## src/rtl/wb_retire_buf_pkg.sv

```systemverilog
// Shared sizing for the writeback retire buffer and the dispatch-side track FIFO.
// Both must agree on depth and tag width, so they are defined in one place.
package wb_retire_buf_pkg;
  localparam int WITF_DEPTH  = 4;
  localparam int WITF_AWIDTH = $clog2(WITF_DEPTH);
  localparam int REG_AWIDTH  = 5;
  localparam int DATA_XLEN   = 64;

  typedef enum logic [1:0] {
    SRC_NONE = 2'd0,
    SRC_ALU  = 2'd1,
    SRC_LSU  = 2'd2
  } cmp_src_e;
endpackage

```

## src/rtl/wb_retire_buf_wrb_entry.sv

```systemverilog
// One retire-buffer slot: vld/done control bits plus rd/data payload.
// Payload flops carry no reset; readers gate on vld & done.
module wrb_entry #(
  parameter int RAW  = 5,
  parameter int XLEN = 64
) (
  input  logic            clk,
  input  logic            rst,
  input  logic            flush_i,
  input  logic            set_i,
  input  logic [RAW-1:0]  set_rd_i,
  input  logic            cmp_i,
  input  logic [XLEN-1:0] cmp_data_i,
  input  logic            clr_i,
  output logic            vld_o,
  output logic            done_o,
  output logic [RAW-1:0]  rd_o,
  output logic [XLEN-1:0] data_o
);
  logic            vld_q, vld_d;
  logic            done_q, done_d;
  logic [RAW-1:0]  rd_q;
  logic [XLEN-1:0] data_q;

  always_comb begin
    vld_d  = vld_q;
    done_d = done_q;
    if (flush_i) begin
      vld_d  = 1'b0;
      done_d = 1'b0;
    end else begin
      if (set_i) begin
        vld_d  = 1'b1;
        done_d = 1'b0;
      end
      if (cmp_i) done_d = 1'b1;
      if (clr_i) begin
        vld_d  = 1'b0;
        done_d = 1'b0;
      end
    end
  end

  always_ff @(posedge clk) begin
    if (!rst) begin
      vld_q  <= 1'b0;
      done_q <= 1'b0;
    end else begin
      vld_q  <= vld_d;
      done_q <= done_d;
    end
  end

  always_ff @(posedge clk) begin
    if (set_i) rd_q <= set_rd_i;
    if (cmp_i) data_q <= cmp_data_i;
  end

  assign vld_o  = vld_q;
  assign done_o = done_q;
  assign rd_o   = rd_q;
  assign data_o = data_q;
endmodule

```

## src/rtl/wb_retire_buf.sv

```systemverilog
// In-order writeback retire buffer: out-of-order ALU/LSU completions are
// retired to the register file in allocation order, one isWB pulse per entry.
module wb_retire_buf
  import wb_retire_buf_pkg::*;
#(
  parameter int DEPTH  = WITF_DEPTH,
  parameter int AWIDTH = WITF_AWIDTH,
  parameter int XLEN   = DATA_XLEN,
  parameter int RAW    = REG_AWIDTH
) (
  input  logic              clk,
  input  logic              rst,
  input  logic              flush,
  input  logic              alloc_vld,
  input  logic [RAW-1:0]    alloc_rd,
  output logic [AWIDTH-1:0] alloc_tag,
  output logic              full,
  output logic              empty,
  input  logic              alu_vld,
  input  logic [AWIDTH-1:0] alu_tag,
  input  logic [XLEN-1:0]   alu_data,
  input  logic              lsu_vld,
  input  logic [AWIDTH-1:0] lsu_tag,
  input  logic [XLEN-1:0]   lsu_data,
  output logic              rf_wen,
  output logic [RAW-1:0]    rf_waddr,
  output logic [XLEN-1:0]   rf_wdata,
  output logic              isWB,
  output logic              cmp_err
);
  // Pointers carry a wrap flag in the MSB to tell full from empty.
  logic [AWIDTH:0]   wptr_q, wptr_d, rptr_q, rptr_d;
  logic              err_q, err_d;
  logic [DEPTH-1:0]  vld, done, set_en, cmp_en, clr_en;
  logic [RAW-1:0]    rd_arr   [DEPTH];
  logic [XLEN-1:0]   data_arr [DEPTH];
  logic [XLEN-1:0]   cmp_data [DEPTH];
  logic [AWIDTH-1:0] head, widx;
  logic              retire, do_alloc, do_retire;
  logic              alu_ok, lsu_ok, same_tag, alu_take, err_evt;

  assign head  = rptr_q[AWIDTH-1:0];
  assign widx  = wptr_q[AWIDTH-1:0];
  assign empty = (wptr_q == rptr_q);
  assign full  = (widx == head) && (wptr_q[AWIDTH] != rptr_q[AWIDTH]);

  assign retire    = vld[head] & done[head];
  assign do_alloc  = alloc_vld & ~full & ~flush;
  assign do_retire = retire & ~flush;

  assign alu_ok   = alu_vld & vld[alu_tag] & ~done[alu_tag];
  assign lsu_ok   = lsu_vld & vld[lsu_tag] & ~done[lsu_tag];
  assign same_tag = alu_vld & lsu_vld & (alu_tag == lsu_tag);
  assign alu_take = alu_ok & ~same_tag;
  assign err_evt  = (alloc_vld & full) | (alu_vld & ~alu_ok) |
                    (lsu_vld & ~lsu_ok) | same_tag;

  for (genvar i = 0; i < DEPTH; i++) begin : g_slot
    cmp_src_e src;
    assign src = (lsu_ok && lsu_tag == AWIDTH'(i))   ? SRC_LSU :
                 (alu_take && alu_tag == AWIDTH'(i)) ? SRC_ALU : SRC_NONE;
    assign set_en[i]   = do_alloc && (widx == AWIDTH'(i));
    assign cmp_en[i]   = ~flush && (src != SRC_NONE);
    assign cmp_data[i] = (src == SRC_LSU) ? lsu_data : alu_data;
    assign clr_en[i]   = do_retire && (head == AWIDTH'(i));

    wrb_entry #(.RAW(RAW), .XLEN(XLEN)) u_entry (
      .clk       (clk),
      .rst       (rst),
      .flush_i   (flush),
      .set_i     (set_en[i]),
      .set_rd_i  (alloc_rd),
      .cmp_i     (cmp_en[i]),
      .cmp_data_i(cmp_data[i]),
      .clr_i     (clr_en[i]),
      .vld_o     (vld[i]),
      .done_o    (done[i]),
      .rd_o      (rd_arr[i]),
      .data_o    (data_arr[i])
    );
  end

  always_comb begin
    wptr_d = wptr_q;
    rptr_d = rptr_q;
    err_d  = err_q;
    if (flush) begin
      wptr_d = '0;
      rptr_d = '0;
    end else begin
      if (do_alloc)  wptr_d = wptr_q + 1'b1;
      if (do_retire) rptr_d = rptr_q + 1'b1;
      if (err_evt)   err_d  = 1'b1;
    end
  end

  always_ff @(posedge clk) begin
    if (!rst) begin
      wptr_q <= '0;
      rptr_q <= '0;
      err_q  <= 1'b0;
    end else begin
      wptr_q <= wptr_d;
      rptr_q <= rptr_d;
      err_q  <= err_d;
    end
  end

  assign alloc_tag = widx;
  assign isWB      = retire;
  assign rf_wen    = retire & (|rd_arr[head]);
  assign rf_waddr  = retire ? rd_arr[head] : '0;
  assign rf_wdata  = retire ? data_arr[head] : '0;
  assign cmp_err   = err_q;
endmodule

```

## config.mk

```make
export PLATFORM = sky130hd
export DESIGN_NAME = wb_retire_buf
export DESIGN_NICKNAME = d
export VERILOG_FILES = /design/src/rtl/wb_retire_buf_pkg.sv /design/src/rtl/wb_retire_buf_wrb_entry.sv /design/src/rtl/wb_retire_buf.sv
export SDC_FILE = /design/constraint.sdc
export NUM_CORES = 1
export LEC_CHECK = 0
export ABC_AREA = 1
export CAP_MARGIN = 20
export CORE_ASPECT_RATIO = 0.7
export CORE_UTILIZATION = 40
export CTS_CLUSTER_SIZE = 8
export DETAILED_ROUTE_END_ITERATION = 7
export GPL_ROUTABILITY_DRIVEN = 0
export PLACE_DENSITY_LB_ADDON = 0.3
export SLEW_MARGIN = 20
export SYNTH_ARGS = -nofsm -noshare
export SYNTH_HDL_FRONTEND = slang
export SYNTH_SLANG_ARGS = --single-unit
```

## constraint.sdc

```tcl
create_clock -name clk -period 4.5 [get_ports clk]
set_input_delay 0.9 -clock clk [delete_from_list [all_inputs] [get_ports clk]]
set_output_delay 0.9 -clock clk [all_outputs]
set_load 0.005 [all_outputs]
```

**Yosys cells after proc, flatten, opt, wreduce, memory -nomap -nowiden**

Cells that the tools add are included.

- Bits in registers: 291
- Input bits: 143
- Output and inout bits: 76
- Word-level logic and storage cells: 152

- Bitwise gates (word level): 27
- Reduce and logical (&&, ||, !) cells: 40
- Add/subtract/negate cells: 2
- Equality and inequality tests: 20
- Order comparisons: 4
- Multiplexer cells: 40

Operators by type and width:

| cell | count |
|---|---|
| two-way mux 64 bit | 7 |
| binary-select mux 64 bit (select 2 bit) | 1 |
| equality test 2 bit (second input constant) | 12 |
| logical AND 1 bit | 21 |
| two-way mux 1 bit | 18 |
| nonzero test 2 bit | 8 |
| bitwise AND 1 bit | 15 |
| two-way mux 5 bit | 3 |
| binary-select mux 1 bit (select 2 bit) | 6 |
| OR reduction 3 bit | 4 |
| binary-select mux 5 bit (select 2 bit) | 1 |
| less-than comparator 2 x 3 -> 1 bit (second input constant) | 3 |
| equality test 2 x 1 -> 1 bit (second input constant) | 4 |
| logical NOT 2 bit | 4 |
| two-way mux 2 bit | 4 |
| NOT 1 bit | 8 |
| adder 3 x 1 -> 3 bit (second input constant) | 2 |
| OR reduction 5 bit | 1 |
| equality test 2 bit | 2 |
| equality test 3 bit | 1 |
| >= comparator 3 bit (second input constant) | 1 |
| NOT 2 -> 3 bit | 1 |
| bitwise OR 1 bit | 3 |
| AND reduction 2 bit | 1 |
| 2 further kinds | 2 |

**Longest topological paths before layout**

- Depth in word-level cells: 11
- Depth in mapped cells: 10
- Gate-level depth less buffers: 10

**Cells and area by module**

From an unflattened synthesis, not the netlist that was laid out.

- Cells, all modules: 1649
- Area, all modules: 15208.3 µm²

Modules (own cells, without submodules):

| module | times used | seq. area each (µm²) | area each (µm²) | cells an instance |
|---|---|---|---|---|
| wrb_entry | 4 | 2112.0 | 2139.6 | 78 |
| wb_retire_buf | 1 | 140.1 | 6650.1 | 1337 |

**Worst setup path after synthesis**

No wires, ideal clock.

- Path type: input -> register
- Start: input lsu_tag[0]
- End: register g_slot[0].u_entry.data_q[0] (enable)
- Cell stages on the path: 8
- Library setup time: 418 ps
- Buffers on the path: 1
- Setup slack: 1108 ps
- Required time: 4082 ps
- Data arrival time: 2973 ps
- Cell sequence: nor2_1 nand2_1 nand4_2 nand3_2 buf_4 nand2_1 nand2_1 inv_1

- Longest elaborated chain between the ends: 9
- Elaborated cells between the ends (all ways): 18
- Classes of those cells: 1 x eq/ne; 6 x mux; 6 x bitwise; 5 x reduce/logical

Ends and longest elaborated chain:

| element | RTL line | source |
|---|---|---|
| start: declaration | wb_retire_buf.sv:23 | `input logic [AWIDTH-1:0] lsu_tag,` |
| equality test 2 bit | wb_retire_buf.sv:53 | `assign same_tag = alu_vld & lsu_vld & (alu_tag == lsu_tag);` |
| bitwise AND 1 bit | wb_retire_buf.sv:53 |  |
| NOT 1 bit | wb_retire_buf.sv:54 | `assign alu_take = alu_ok & ~same_tag;` |
| bitwise AND 1 bit | wb_retire_buf.sv:54 |  |
| logical AND 1 bit | wb_retire_buf.sv:61 | `(alu_take && alu_tag == AWIDTH'(i)) ? SRC_ALU : SRC_NONE;` |
| two-way mux 1 bit | wb_retire_buf.sv:61 |  |
| two-way mux 2 bit (*) | wb_retire_buf.sv:60 | `assign src = (lsu_ok && lsu_tag == AWIDTH'(i)) ? SRC_LSU :` |
| nonzero test 2 bit (*) | wb_retire_buf.sv:63 | `assign cmp_en[i] = ~flush && (src != SRC_NONE);` |
| logical AND 1 bit (*) | wb_retire_buf.sv:63 |  |
| net g_slot[0].u_entry.cmp_i | wb_retire_buf_wrb_entry.sv:12 | `input logic cmp_i,` |
| end signal: assignment | wb_retire_buf_wrb_entry.sv:56 | `if (cmp_i) data_q <= cmp_data_i;` |
| end: declaration | wb_retire_buf_wrb_entry.sv:23 | `logic [XLEN-1:0] data_q;` |

Mark *: on every way through the listed nets, which the timed path passes. The rest lies on a longest branch. The select of a mux whose other input is x is not followed.
A chain may end at the register's enable or synchronous reset.

**Final worst setup path**

- Start: register rptr_q[0]
- End: output rf_wdata[17]

- Longest elaborated chain between the ends: 5
- Elaborated cells between the ends (all ways): 10
- Classes of those cells: 8 x mux; 2 x bitwise

Ends and longest elaborated chain:

| element | RTL line | source |
|---|---|---|
| start: declaration | wb_retire_buf.sv:32 | `logic [AWIDTH:0] wptr_q, wptr_d, rptr_q, rptr_d;` |
| start signal: assignment | wb_retire_buf.sv:104 | `rptr_q <= rptr_d;` |
| NOT 2 -> 3 bit (implied by the code) | wb_retire_buf.sv:113 | `assign rf_wdata = retire ? data_arr[head] : '0;` |
| binary-select mux 64 bit (select 2 bit) | wb_retire_buf.sv:113 |  |
| two-way mux 64 bit (implied by the code) (2 in series) | wb_retire_buf.sv:113 |  |
| two-way mux 64 bit (*) | wb_retire_buf.sv:113 |  |
| end: declaration | wb_retire_buf.sv:27 | `output logic [XLEN-1:0] rf_wdata,` |

Mark *: on every way between the ends. The rest lies on a longest branch, timed or not. The select of a mux whose other input is x is not followed.

==> flow_metrics.tcl <==
set metrics [dict create \
    layout_common_cells "nand2_1, nor2_1, edfxtp_1, o21ai_1, clkdlybuf4s50_1" \
    layout_commonest_cell "nand2_1" \
    worst_pin_slew_ns 0.894 \
    cts_root_buf "clkbuf_16" \
    leakage_uw 0.00707 \
    worstSetupPathType "reg2out" \
    clock_sinks 291 \
    drt-total-wl_um 41200 \
    post_cts_buffers 0 \
    clk_pin_slew_worst_paths_ns 0.05 \
    fmax_mhz 252 \
    final_cell_area_um2 18200 \
    ys_ff_latch 291 \
    slowest_delay_ns 0.56 \
    synth_top_family_by_area "simple AND/OR/NAND/NOR gates" \
    period_needed_ns 3.96 \
    synth.net_count 1775 \
    netlist_area_um2 14800 \
    ys.flop_type "edfxtp_1" \
    setup_ws_ns 0.539 \
    io_buffers 218 \
    start_kind "flop" \
    yosysTopAreaCell "edfxtp_1" \
    grt_usage 0.220 \
    worstSetupEndpointType "output port" \
    drive_gt1_frac 0.0491 \
    finalClockSkew_ns 0.0133 \
    fillers 3265 \
    die-area_um2 37800 \
    min_path_cells 2 \
    multiInputGateArea_um2 5060 \
    initial_core_util 0.409 \
    p_per_area_nw_per_um2 339 \
    overflow 0 \
    nets 1947 \
    grt_pass1_wl_um 64300 \
    synth_edf_count 276 \
    drc 0 \
    slew_headroom 0.404 \
    synth_mux_area_frac 0 \
    hold_class "reg2reg" \
    ys_seq_area_frac 0.580 \
    worstPathArrival_ns 3.06 \
    grt_max_degree 129 \
    slowest_stage "clkdlybuf4s50_1" \
    drt_pre_antenna_iters 5 \
    synth-async-reset-ratio 0 \
    clk_latency_ns 0.53 \
    critical_path.most_common_cell "nand3_1" \
    status "completed" \
    period_share 0.880 \
    core_area_um2 36200 \
    pre_cts_ws_ns 0.894 \
    post_cts_resized 0 \
    synth-simple-area-share 0.166 \
    synthAdderAreaFrac 0.00676 \
    synth.area.top_cells "edfxtp_1, nand2_1, o21ai_1, nor2_1, o21ai_0" \
    place_area_um2 17100 \
    reg2reg_depth 7 \
    rsz0062_at_grt "no" \
    boundaryPins 219 \
    syn_to_final_growth_pct 23.1 \
    die_h_um 163 \
    ys_types 30 \
    avgRoutedWirePerCell_um 18.0 \
    slew_viol_final 0 \
    hold_buffers 0 \
    rows 58 \
    htreeDepth 2 \
    die_width_um 232 \
    register_area_um2 8600 \
    yosysWarningCount 0 \
    synth_top_cell_area_share 0.560 \
    dr_total_vias 12000 \
    synth-compound-area-share 0.164 \
    drv_cap 0 \
    cp_max_fo 43 \
    hpwlAfterDp_um 24500 \
    tns_ns 0 \
    ant_nets 0 \
    max-vdd-ir-drop_v 0.000207 \
    crit_required_ns 3.60 \
    finalHoldViolations 0 \
    dr.first_iter.drc_count 1127 \
    syn_avg_cell_area_um2 9.12 \
    cts_tree "yes" \
    clock_tree.buffer_depth 3 \
    synthXorXnorAreaFrac 0.00177 \
    antenna_found_initial 1 \
    syn-instance-count 1624 \
    cts_buffers 42 \
    finalSetupViolations 0 \
    grt_pass1_vias 11300 \
    via_per_inst 5.23 \
    worstPathCellList "inv_4 -> nand3_1 -> nand3_1 -> nand2_4 -> buf_4 -> a21oi_1 -> clkdlybuf4s50_1" \
]
==> synth_stat cells (2+ instances only) <==
cell type	instances
nand2_1	328
nor2_1	281
edfxtp_1	276
o21ai_1	245
o21ai_0	145
inv_1	92
a21oi_1	79
buf_6	48
clkbuf_1	28
buf_2	26
dfxtp_1	15
nand3_1	13
ha_1	8
buf_4	6
buf_1	4
nand3_2	4
nand4_1	4
o21ai_2	4
inv_2	3
a32o_1	2
nor2_2	2
o22a_1	2
xnor2_1	2
==> where the power goes <==
group	internal [uW]	leakage (uW)	total, uW	switching (uW)
registers	2980	0.00261	2980	4.49
clock network	1720	0.000552	2830	1110
logic	183	0.00391	364	181
total	4880	0.00707	6180	1300
==> logic make-up after synthesis <==
family / count (synthesis)
flops: 291
simple gates: 636
buf+inv: 207
fa+ha+maj: 8
xor+xnor: 3
compound gates: 479
==> worst paths after layout <==
| path | endpoint | slack [ns] | from |
|---|---|---|---|
| worst max register to register | g_slot[3].u_entry.rd_o[0]$_DFFE_PP_ | 2.04 | rptr_q[0]$_SDFFE_PP0P_ |
| worst min register to register | cmp_err$_SDFFE_PN0P_ | 0.46 | cmp_err$_SDFFE_PN0P_ |
| worst max-delay path | rf_wdata[17] | 0.54 | rptr_q[0]$_SDFFE_PP0P_ |
| worst min-delay path | cmp_err$_SDFFE_PN0P_ | 0.46 | cmp_err$_SDFFE_PN0P_ |
==> stage by stage <==
stage | instances | total power (uW) | utilization | hold WS (ns)
2_1_floorplan | 1624 | 3190 | - | 0.439
3_3_place_gp | 2232 | 3390 | 0.472 | 0.433
3_5_place_dp | 2232 | 3400 | 0.472 | 0.446
4_1_cts | 2292 | 6230 | 0.503 | 0.452
5_1_grt | 2293 | 6390 | 0.503 | 0.493
6_report | 2293 | 6180 | 0.503 | 0.456
==> per-layer routing <==
metal,part of all wire,vias up,track usage
met5,0,-,0
met4,0.017,0,0.0601
met3,0.068,52,0.0347
met2,0.47,462,0.350
met1,0.45,5614,0.310
li1,-,5875,-
==> critical path: cells and delay by family, from the launching register on <==
kind	cells	cell delay, ns
flip-flops	1	0.36
AO/OA/AOI/OAI	1	0.28
buffers and inverters	3	1.23
AND/OR/NAND/NOR	3	0.63
==> sequential cells by signal, summed over array words and instances (netlist names) <==
signal and flops:
g_slot.u_entry.data_o 256, g_slot.u_entry.rd_o 20, g_slot.u_entry.done_o 4, g_slot.u_entry.vld_o 4, rptr_q 3, wptr_q 3, cmp_err 1
==> cell type report <==
cell class                      count  area share
Sequential cell                   291       0.472
Inverter                           95      0.0200
Tap cell                          480      0.0329
Multi-Input combinational cell   1126       0.277
Antenna cell                        1    0.000137
Clock buffer                       58      0.0621
Clock inverter                      2    0.000892
Timing Repair Buffer              240       0.135
(Power assumes the default switching activity.)
